## src/rtl/tape_recorder.sv

```systemverilog
// rtl/tape_recorder.sv - cassette port pulse-width decoder that captures tape bytes into a buffer
//
// Ports:
//   clock, reset          system clock, synchronous active-high reset
//   cpu_ce                one-clock enable per CPU cycle (timebase for pulse spacing)
//   io_wr, io_d[7:0]      CPU write to cassette port; io_d[2] motor, io_d[1:0] level
//   ram_we, ram_addr,     one-clock write of a decoded byte into the capture buffer
//   ram_data
//   byte_count            bytes captured since the last motor start
//   recording             latched motor bit
//   overflow              sticky: a completed byte was dropped because the buffer was full
//
// Each bit frame starts with a clock pulse. A second pulse landing inside
// [WIN_LO, WIN_HI] CPU cycles after it makes the bit a 1. Bits arrive MSB first.
module tape_recorder #(
    parameter int               CNT_W   = 12,
    parameter logic [CNT_W-1:0] WIN_LO  = 12'h400,
    parameter logic [CNT_W-1:0] WIN_HI  = 12'h900,
    parameter logic [CNT_W-1:0] TIMEOUT = 12'hFFF
) (
    input  logic        clock,
    input  logic        reset,
    input  logic        cpu_ce,
    input  logic        io_wr,
    input  logic [7:0]  io_d,
    output logic        ram_we,
    output logic [15:0] ram_addr,
    output logic [7:0]  ram_data,
    output logic [15:0] byte_count,
    output logic        recording,
    output logic        overflow
);

    typedef enum logic [1:0] {
        S_IDLE,
        S_WAIT_CLK,
        S_WINDOW,
        S_GAP
    } state_t;

    state_t           state_q, state_d;
    logic [CNT_W-1:0] cnt_q, cnt_d;
    logic [2:0]       bit_ptr_q, bit_ptr_d;
    logic [7:0]       shift_q, shift_d;
    logic             flag_q, flag_d;
    logic             motor_q;
    logic [1:0]       level_q;

    logic [15:0]      addr_q;
    logic [15:0]      count_q;
    logic             full_q;
    logic             overflow_q;
    logic             we_q;
    logic [7:0]       data_q;

    logic             pulse;
    logic             motor_start;
    logic             motor_stop;
    logic             commit;
    logic             byte_done;
    logic             full_now;
    logic             unused_io;

    assign unused_io = &{1'b0, io_d[7:3]};

    // A pulse is a rising edge of the output level away from 00 while the motor runs.
    assign pulse       = io_wr && (io_d[1:0] != 2'b00) && (level_q == 2'b00) && motor_q;
    assign motor_start = io_wr && !motor_q && io_d[2];
    assign motor_stop  = io_wr && motor_q && !io_d[2];

    always_comb begin
        state_d   = state_q;
        cnt_d     = cnt_q;
        bit_ptr_d = bit_ptr_q;
        shift_d   = shift_q;
        flag_d    = flag_q;
        commit    = 1'b0;
        byte_done = 1'b0;

        // Motor changes win over anything the frame timing would do this clock.
        if (motor_stop) begin
            state_d   = S_IDLE;
            bit_ptr_d = 3'd7;
            shift_d   = '0;
            flag_d    = 1'b0;
        end else if (motor_start) begin
            state_d   = S_WAIT_CLK;
            cnt_d     = '0;
            bit_ptr_d = 3'd7;
            shift_d   = '0;
            flag_d    = 1'b0;
        end else begin
            unique case (state_q)
                S_IDLE: begin
                end
                S_WAIT_CLK: begin
                    if (pulse) begin
                        cnt_d   = '0;
                        flag_d  = 1'b0;
                        state_d = S_WINDOW;
                    end
                end
                S_WINDOW: begin
                    // Only the first in-window pulse matters; later ones re-set the same flag.
                    if (pulse && (cnt_q >= WIN_LO)) begin
                        flag_d = 1'b1;
                    end
                    if (cpu_ce) begin
                        cnt_d = cnt_q + 1'b1;
                        if (cnt_q == WIN_HI) begin
                            commit  = 1'b1;
                            state_d = S_GAP;
                        end
                    end
                end
                S_GAP: begin
                    if (pulse) begin
                        cnt_d   = '0;
                        flag_d  = 1'b0;
                        state_d = S_WINDOW;
                    end else if (cpu_ce) begin
                        cnt_d = cnt_q + 1'b1;
                        if (cnt_d == TIMEOUT) begin
                            state_d   = S_WAIT_CLK;
                            bit_ptr_d = 3'd7;
                            shift_d   = '0;
                        end
                    end
                end
                default: state_d = S_IDLE;
            endcase

            // flag_d already includes a data pulse arriving on the commit clock.
            if (commit) begin
                shift_d[bit_ptr_q] = flag_d;
                if (bit_ptr_q == 3'd0) begin
                    byte_done = 1'b1;
                    bit_ptr_d = 3'd7;
                end else begin
                    bit_ptr_d = bit_ptr_q - 3'd1;
                end
            end
        end
    end

    always_ff @(posedge clock) begin
        if (reset) begin
            state_q   <= S_IDLE;
            cnt_q     <= '0;
            bit_ptr_q <= 3'd7;
            shift_q   <= '0;
            flag_q    <= 1'b0;
            motor_q   <= 1'b0;
            level_q   <= 2'b00;
        end else begin
            state_q   <= state_d;
            cnt_q     <= cnt_d;
            bit_ptr_q <= bit_ptr_d;
            shift_q   <= shift_d;
            flag_q    <= flag_d;
            if (io_wr) begin
                motor_q <= io_d[2];
                level_q <= io_d[1:0];
            end
        end
    end

    // Also treat the buffer as full on the clock its last slot is being written.
    assign full_now = full_q || (we_q && (addr_q == 16'hFFFF));

    always_ff @(posedge clock) begin
        if (reset) begin
            addr_q     <= '0;
            count_q    <= '0;
            full_q     <= 1'b0;
            overflow_q <= 1'b0;
            we_q       <= 1'b0;
            data_q     <= '0;
        end else begin
            we_q <= 1'b0;
            if (motor_start) begin
                addr_q     <= '0;
                count_q    <= '0;
                full_q     <= 1'b0;
                overflow_q <= 1'b0;
            end else if (we_q) begin
                // The last slot is written once; the pointer then parks there.
                if (addr_q == 16'hFFFF) begin
                    full_q <= 1'b1;
                end else begin
                    addr_q  <= addr_q + 16'd1;
                    count_q <= count_q + 16'd1;
                end
            end
            if (byte_done) begin
                if (full_now) begin
                    overflow_q <= 1'b1;
                end else begin
                    we_q   <= 1'b1;
                    data_q <= shift_d;
                end
            end
        end
    end

    assign ram_we     = we_q;
    assign ram_addr   = addr_q;
    assign ram_data   = data_q;
    assign byte_count = count_q;
    assign recording  = motor_q;
    assign overflow   = overflow_q;

endmodule

```

## config.mk

```make
export PLATFORM = sky130hd
export DESIGN_NAME = tape_recorder
export DESIGN_NICKNAME = d
export VERILOG_FILES = /design/src/rtl/tape_recorder.sv
export SDC_FILE = /design/constraint.sdc
export NUM_CORES = 1
export LEC_CHECK = 0
export BUFFER_PORTS_ARGS = -buffer_cell sky130_fd_sc_hd__buf_2
export CORE_ASPECT_RATIO = 0.5
export CORE_MARGIN = 2
export CORE_UTILIZATION = 60
export CTS_BUF_LIST = sky130_fd_sc_hd__clkbuf_4
export DETAILED_ROUTE_END_ITERATION = 7
export PLACE_DENSITY_LB_ADDON = 0.25
export SKIP_LAST_GASP = 1
export SLEW_MARGIN = 30
export SYNTH_ARGS = -nofsm -noshare
export SYNTH_HDL_FRONTEND = slang
export SYNTH_SLANG_ARGS = --single-unit
```

## constraint.sdc

```tcl
create_clock -name clock -period 4.9 [get_ports clock]
set_input_delay 0.98 -clock clock [delete_from_list [all_inputs] [get_ports clock]]
set_output_delay 0.98 -clock clock [all_outputs]
set_load 0.1 [all_outputs]
```

# After elaboration in Yosys (flattened, before gate mapping)
# Index checks and enable logic that the tools add are counted.
# word_totals
reg_bits,72
elab_cells,124
# op_classes
n_bitwise,4
n_eq_ne,17
mux,49
add_sub_neg,4
n_reduce_logical,33
order_cmp,3
# ops
op,count
$mux 8,9
$mux 12,4
$pmux 12 s3,1
$add 16x1->16 const B,2
$eq 12x12->1 const B,2
$mux 1,19
$mux 3,6
$eq 16x16->1 const B,1
$ne 3x3->1 const B,5
$add 12x1->12 const B,1
$ge 12x11->1 const B,1
$mux 2,6
$reduce_and 6->1,2
$logic_and 1x1->1,10
$bwmux 8,1
$ne 4x4->1 const B,2
$reduce_bool 2->1,4
$reduce_or 2->1,4
$ne 2x2->1 const B,3
$pmux 2 s3,1
$reduce_and 2->1,3
$eq 2x2->1 const B,2
$lt 3x4->1 const B,1
$not 1->1,4
15 further kinds,16

# Logic depth before layout (Yosys ltp)
# depth
word_depth,13
ltp_mapped,10

# Worst setup path before layout
# OpenSTA, ideal clock, no wires.
# synth_path
path_type,reg2reg
from,"reg addr_q[6], in the netlist ram_addr[6]"
to,"reg data_q[4], in the netlist ram_data[4]"
stages_incl_launch_ff,8
t_arrival_ns,2.627
n_path_buf,1
slack_ns,2.208
synth_period_minus_slack_ns,2.692
cell_sequence,dfxtp_1 > nand4_1 > nor4_4 > a31oi_1 > and3_1 > buf_6 > nor2_4 > a32o_1
# synth_via
elab_chain_cells,5
# synth_lines
element,line,text
from (decl),49,logic [15:0] addr_q;
from (signal assigned),191,addr_q <= addr_q + 16'd1;
$eq 16x16->1,169,assign full_now = full_q || (we_q && (addr_q == 16'hFFFF));
$logic_and 1x1->1,169,
$logic_or 1x1->1,169,
$not 1->1 (no line),-,
$reduce_and 2->1 (no line),-,
to (signal assigned),200,data_q <= shift_d;
to (decl),54,logic [7:0] data_q;
# Every way passes these cells.
# A chain may end at the register's enable or synchronous reset.

# Worst setup path after layout
# layout_path
from,reg cnt_q[1]
to,reg shift_q[4]
# layout_via
elab_chain_cells,12
# layout_lines
element,line,text
from (decl),42,"logic [CNT_W-1:0] cnt_q, cnt_d;"
from (signal assigned),157,cnt_q <= cnt_d;
$add 12x1->12,122,cnt_d = cnt_q + 1'b1;
$eq 12x12->1,123,if (cnt_d == TIMEOUT) begin
$mux 8,123,
$mux 8,121,end else if (cpu_ce) begin
$mux 8,117,if (pulse) begin
$mux 8,93,unique case (state_q)
$mux 8,86,end else if (motor_start) begin
$mux 8,81,if (motor_stop) begin
$bwmux 8,135,shift_d[bit_ptr_q] = flag_d;
$mux 8 (*),134,if (commit) begin
$mux 8 (*),86,
$mux 8 (*),81,
to (signal assigned),159,shift_q <= shift_d;
to (decl),44,"logic [7:0] shift_q, shift_d;"
# Mark *: on every way between the ends. The rest lies on a longest branch, timed or not. The select of a mux whose other input is x is not followed.

==> reports/summary.txt <==
Worst Path Arrival -> 2.90 ns
H-tree level count -> 3
First-pass DRT Iterations -> 4
Vias in the first global route -> 2,879
Setup ws final -> 2.31 ns
Post-synth ARST share -> 0%
Fill count -> 527
Setup Skew -> 0.0146 ns
Synth Area in Adders -> 3.98%
XOR/XNOR share of the synthesized area -> 8.13%
Antenna diodes -> 0
Max VDD drop -> 0.000196 V
P_leak -> 1.64 nW
Die ar. -> 0.00698 mm^2
Post-synth top area cell -> dfxtp_1
Root Driver -> clkbuf_4
Antenna-violating nets left -> 0
Share of cells above drive strength 1 -> 17.0%
HPWL after DPL -> 5540 um
Mapped Area -> 0.00377 mm^2
Worst EP required -> 5.21 ns
Post-synthesis mux area share -> 2.65%
Hold Slack -> 0.465 ns
Core Util, Final -> 68.8%
Die height -> 60.1 um
Post-Route WL -> 7900 um
Area grow syn2layout -> 11.0%
CTS Hold Buffers Added -> 0
Largest family of logic cells by synthesized area -> simple AND/OR/NAND/NOR gates
Delay-heaviest family, CP -> simple AND/OR/NAND/NOR gates
Post-place setup slack -> 2.04 ns
CTS clk-pin slew, worst paths -> 0.12 ns
Post-synthesis compound-gate area fraction -> 14.8%
Max FO, Critical Path -> 10
Sequential cell area -> 0.00144 mm^2
Yosys top cell area share -> 38.2%
WL per Instance -> 14.0 um
CP endpoint kind -> register
CP Launch Type -> register
Die W -> 116 um
Total power -> 0.00124 W
CTS buffer count -> 9
Crit. path cell count -> 7
Aggregate negative setup slack -> 0 ns
IO Pins -> 55
Max-cap violations -> 0
Fmax -> 0.385 GHz
Synthesis-stage register bit count -> 72
Worst-margin pin slew -> 0.818 ns
CP Capture Point -> shift_q[4]
Initial antenna violation count -> 0
Final Setup Violations -> 0
DRC -> 0
Gr usage total -> 24.0%
Syn avg cell area -> 8.75 um^2
Slowest-stage cell, CP -> dfxtp_1
Post-CTS setup buffers -> 0
Post-synthesis cell type count -> 66
Synth area leaders -> dfxtp_1, nor2_1, xnor2_1
First-pass GRT wire length -> 12,900 um
Crit-path cells -> ha_1 > nand3_1 > or3_1 > a32oi_1 > nand4_1 > nor2_2 > o32ai_1
Status -> finished, final reports clean
Rows -> 20
Worst min path class -> register to register
Starting density of the core -> 62.0%
Clk Latency, worst-skew pair -> 0.45 ns
Post-Syn Nets -> 455
Crit Path Category -> register to register
Slew Limit Fails -> 0
R2R depth -> 7
Slowest stage delay, CP -> 0.52 ns
Core ar. -> 0.00608 mm^2
Final Hold Vio Count -> 0
Power Density -> 296 mW/mm^2
Reg2reg end -> shift_q[4]
Clock period minus final worst setup slack -> 2.59 ns
Cells after Synth -> 431
Post-synth EDFFs -> 0
GRT Residual Overflow -> 0
Simple-gate share of the synthesized area -> 27.6%
Sequential cell area fraction in the yosys report -> 38.2%
Vias -> 3,200
RSZ-0062 raised after global routing -> false
Yosys warnings -> 0
Reg2reg setup slack -> 2.31 ns
Slew margin rel. -> 45.4%
Nets@finish -> 496
Reg2reg start -> cnt_q[1]
Pin count of the biggest net entering global routing -> 36
Initial DRC count -> 206
Fin crit share -> 52.9%
Commonest register cell after synthesis -> dfxtp_1
Crit path from -> cnt_q[1]
Multi-input gate area -> 0.00216 mm^2
Buf+Inv Stages, Crit Path -> 0
Routability cong. -> 0.864
Clock Path Buffers -> 2
IO Port Bufs -> 49
CTS tree -> done
Clk sinks -> 72
Routed vias/inst -> 5.66
Post_cts resized -> 0
==> state kept, by name, summed over array words and instances, names as in the netlist <==
| register | count |
|---|---|
| full_q | 1 |
| byte_count | 16 |
| recording | 1 |
| bit_ptr_q | 3 |
| state_q | 2 |
| level_q | 2 |
| ram_we | 1 |
| cnt_q | 12 |
| ram_addr | 16 |
| overflow | 1 |
| shift_q | 8 |
| flag_q | 1 |
| ram_data | 8 |
==> synthesized netlist by cell type, types with 3 or more instances <==
cell type / n
a211oi_1: 5
a21o_1: 5
a21oi_1: 12
a32o_1: 3
and3_1: 11
and4_1: 4
buf_2: 5
buf_6: 3
clkbuf_1: 10
dfxtp_1: 72
ha_1: 12
inv_1: 17
mux2i_1: 10
nand2_1: 22
nand2b_1: 4
nand3_1: 31
nand4_1: 15
nor2_1: 54
nor2_2: 4
nor2b_1: 3
nor3_1: 9
nor4_1: 4
nor4_2: 3
nor4b_1: 3
o21ai_0: 14
o31ai_1: 4
o32ai_1: 4
o41a_1: 3
or3_1: 5
xnor2_1: 19
xor2_1: 16
==> routing by layer <==
| metal | GRT usage, % | vias to the layer above | share of wire [%] |
|---|---|---|---|
| met2 | 40.9 | 65 | 47 |
| met3 | 9.03 | 12 | 5.4 |
| li1 | - | 1647 | - |
| met4 | 7.31 | 0 | 1.2 |
| met5 | 0 | - | 0 |
| met1 | 28.7 | 1476 | 46 |
==> cells in the final DEF (no fill, tap or decap), types with 5 or more instances in the layout <==
| cell type | n |
|---|---|
| xnor2_1 | 19 |
| o21ai_0 | 14 |
| a21o_1 | 5 |
| xor2_1 | 16 |
| nand4_1 | 15 |
| ha_1 | 12 |
| nand3_1 | 31 |
| nand2_1 | 22 |
| inv_1 | 17 |
| a211oi_1 | 5 |
| dfxtp_1 | 72 |
| clkbuf_4 | 9 |
| and3_1 | 11 |
| a21oi_1 | 12 |
| nor3_1 | 9 |
| nor2_1 | 54 |
| mux2i_1 | 10 |
| buf_2 | 49 |
| or3_1 | 5 |
==> cell families after synthesis <==
kind of cell,after synthesis
compound gates,75
buf+inv,37
fa+ha+maj,12
flops,72
simple gates,190
mux,10
xor+xnor,35
==> power by group <==
group / internal, W / leakage [nW] / switching, W / total, W
Clock: 0.000208 / 0.0879 / 0.000223 / 0.000430
Combinational: 0.0000682 / 0.967 / 0.000129 / 0.000197
Sequential: 0.000596 / 0.581 / 0.0000169 / 0.000613
Total: 0.000872 / 1.64 / 0.000369 / 0.00124
==> layout make-up <==
cell class	instances	share of cell area, %
clock inverters	7	2.27
flip-flops and latches	72	34.4
inverters	17	1.52
repair buffers	50	6.04
well taps	88	2.63
multi-input cells	322	51.5
clock buffers	9	1.61
==> through the flow <==
step           instances  cell area [um^2]
4_1_cts              565              4190
5_1_grt              565              4190
3_5_place_dp         549              4020
6_report             565              4190
3_3_place_gp         549              4020
2_1_floorplan        431              3770
==> worst reg2reg max path, stage by stage, from the launching register on <==
cell and delay (ns):
dfxtp_1 0.52, ha_1 0.40, nand3_1 0.16, or3_1 0.35
a32oi_1 0.19, nand4_1 0.27, nor2_2 0.43, o32ai_1 0.17
==> worst min path at each step <==
stage / to / cells past startpoint / slack (ns) / startpoint
detailed placement: ram_data[3] / 1 / 0.44 / ram_data[3]
floorplan: shift_q[1] / 2 / 0.43 / shift_q[1]
finish: ram_data[6] / 2 / 0.47 / ram_data[6]
global placement: ram_data[6] / 2 / 0.44 / ram_data[6]
CTS: ram_data[6] / 2 / 0.47 / ram_data[6]
global route: shift_q[1] / 2 / 0.49 / shift_q[1]
No activity file was read; power rests on OpenSTA's default activity.
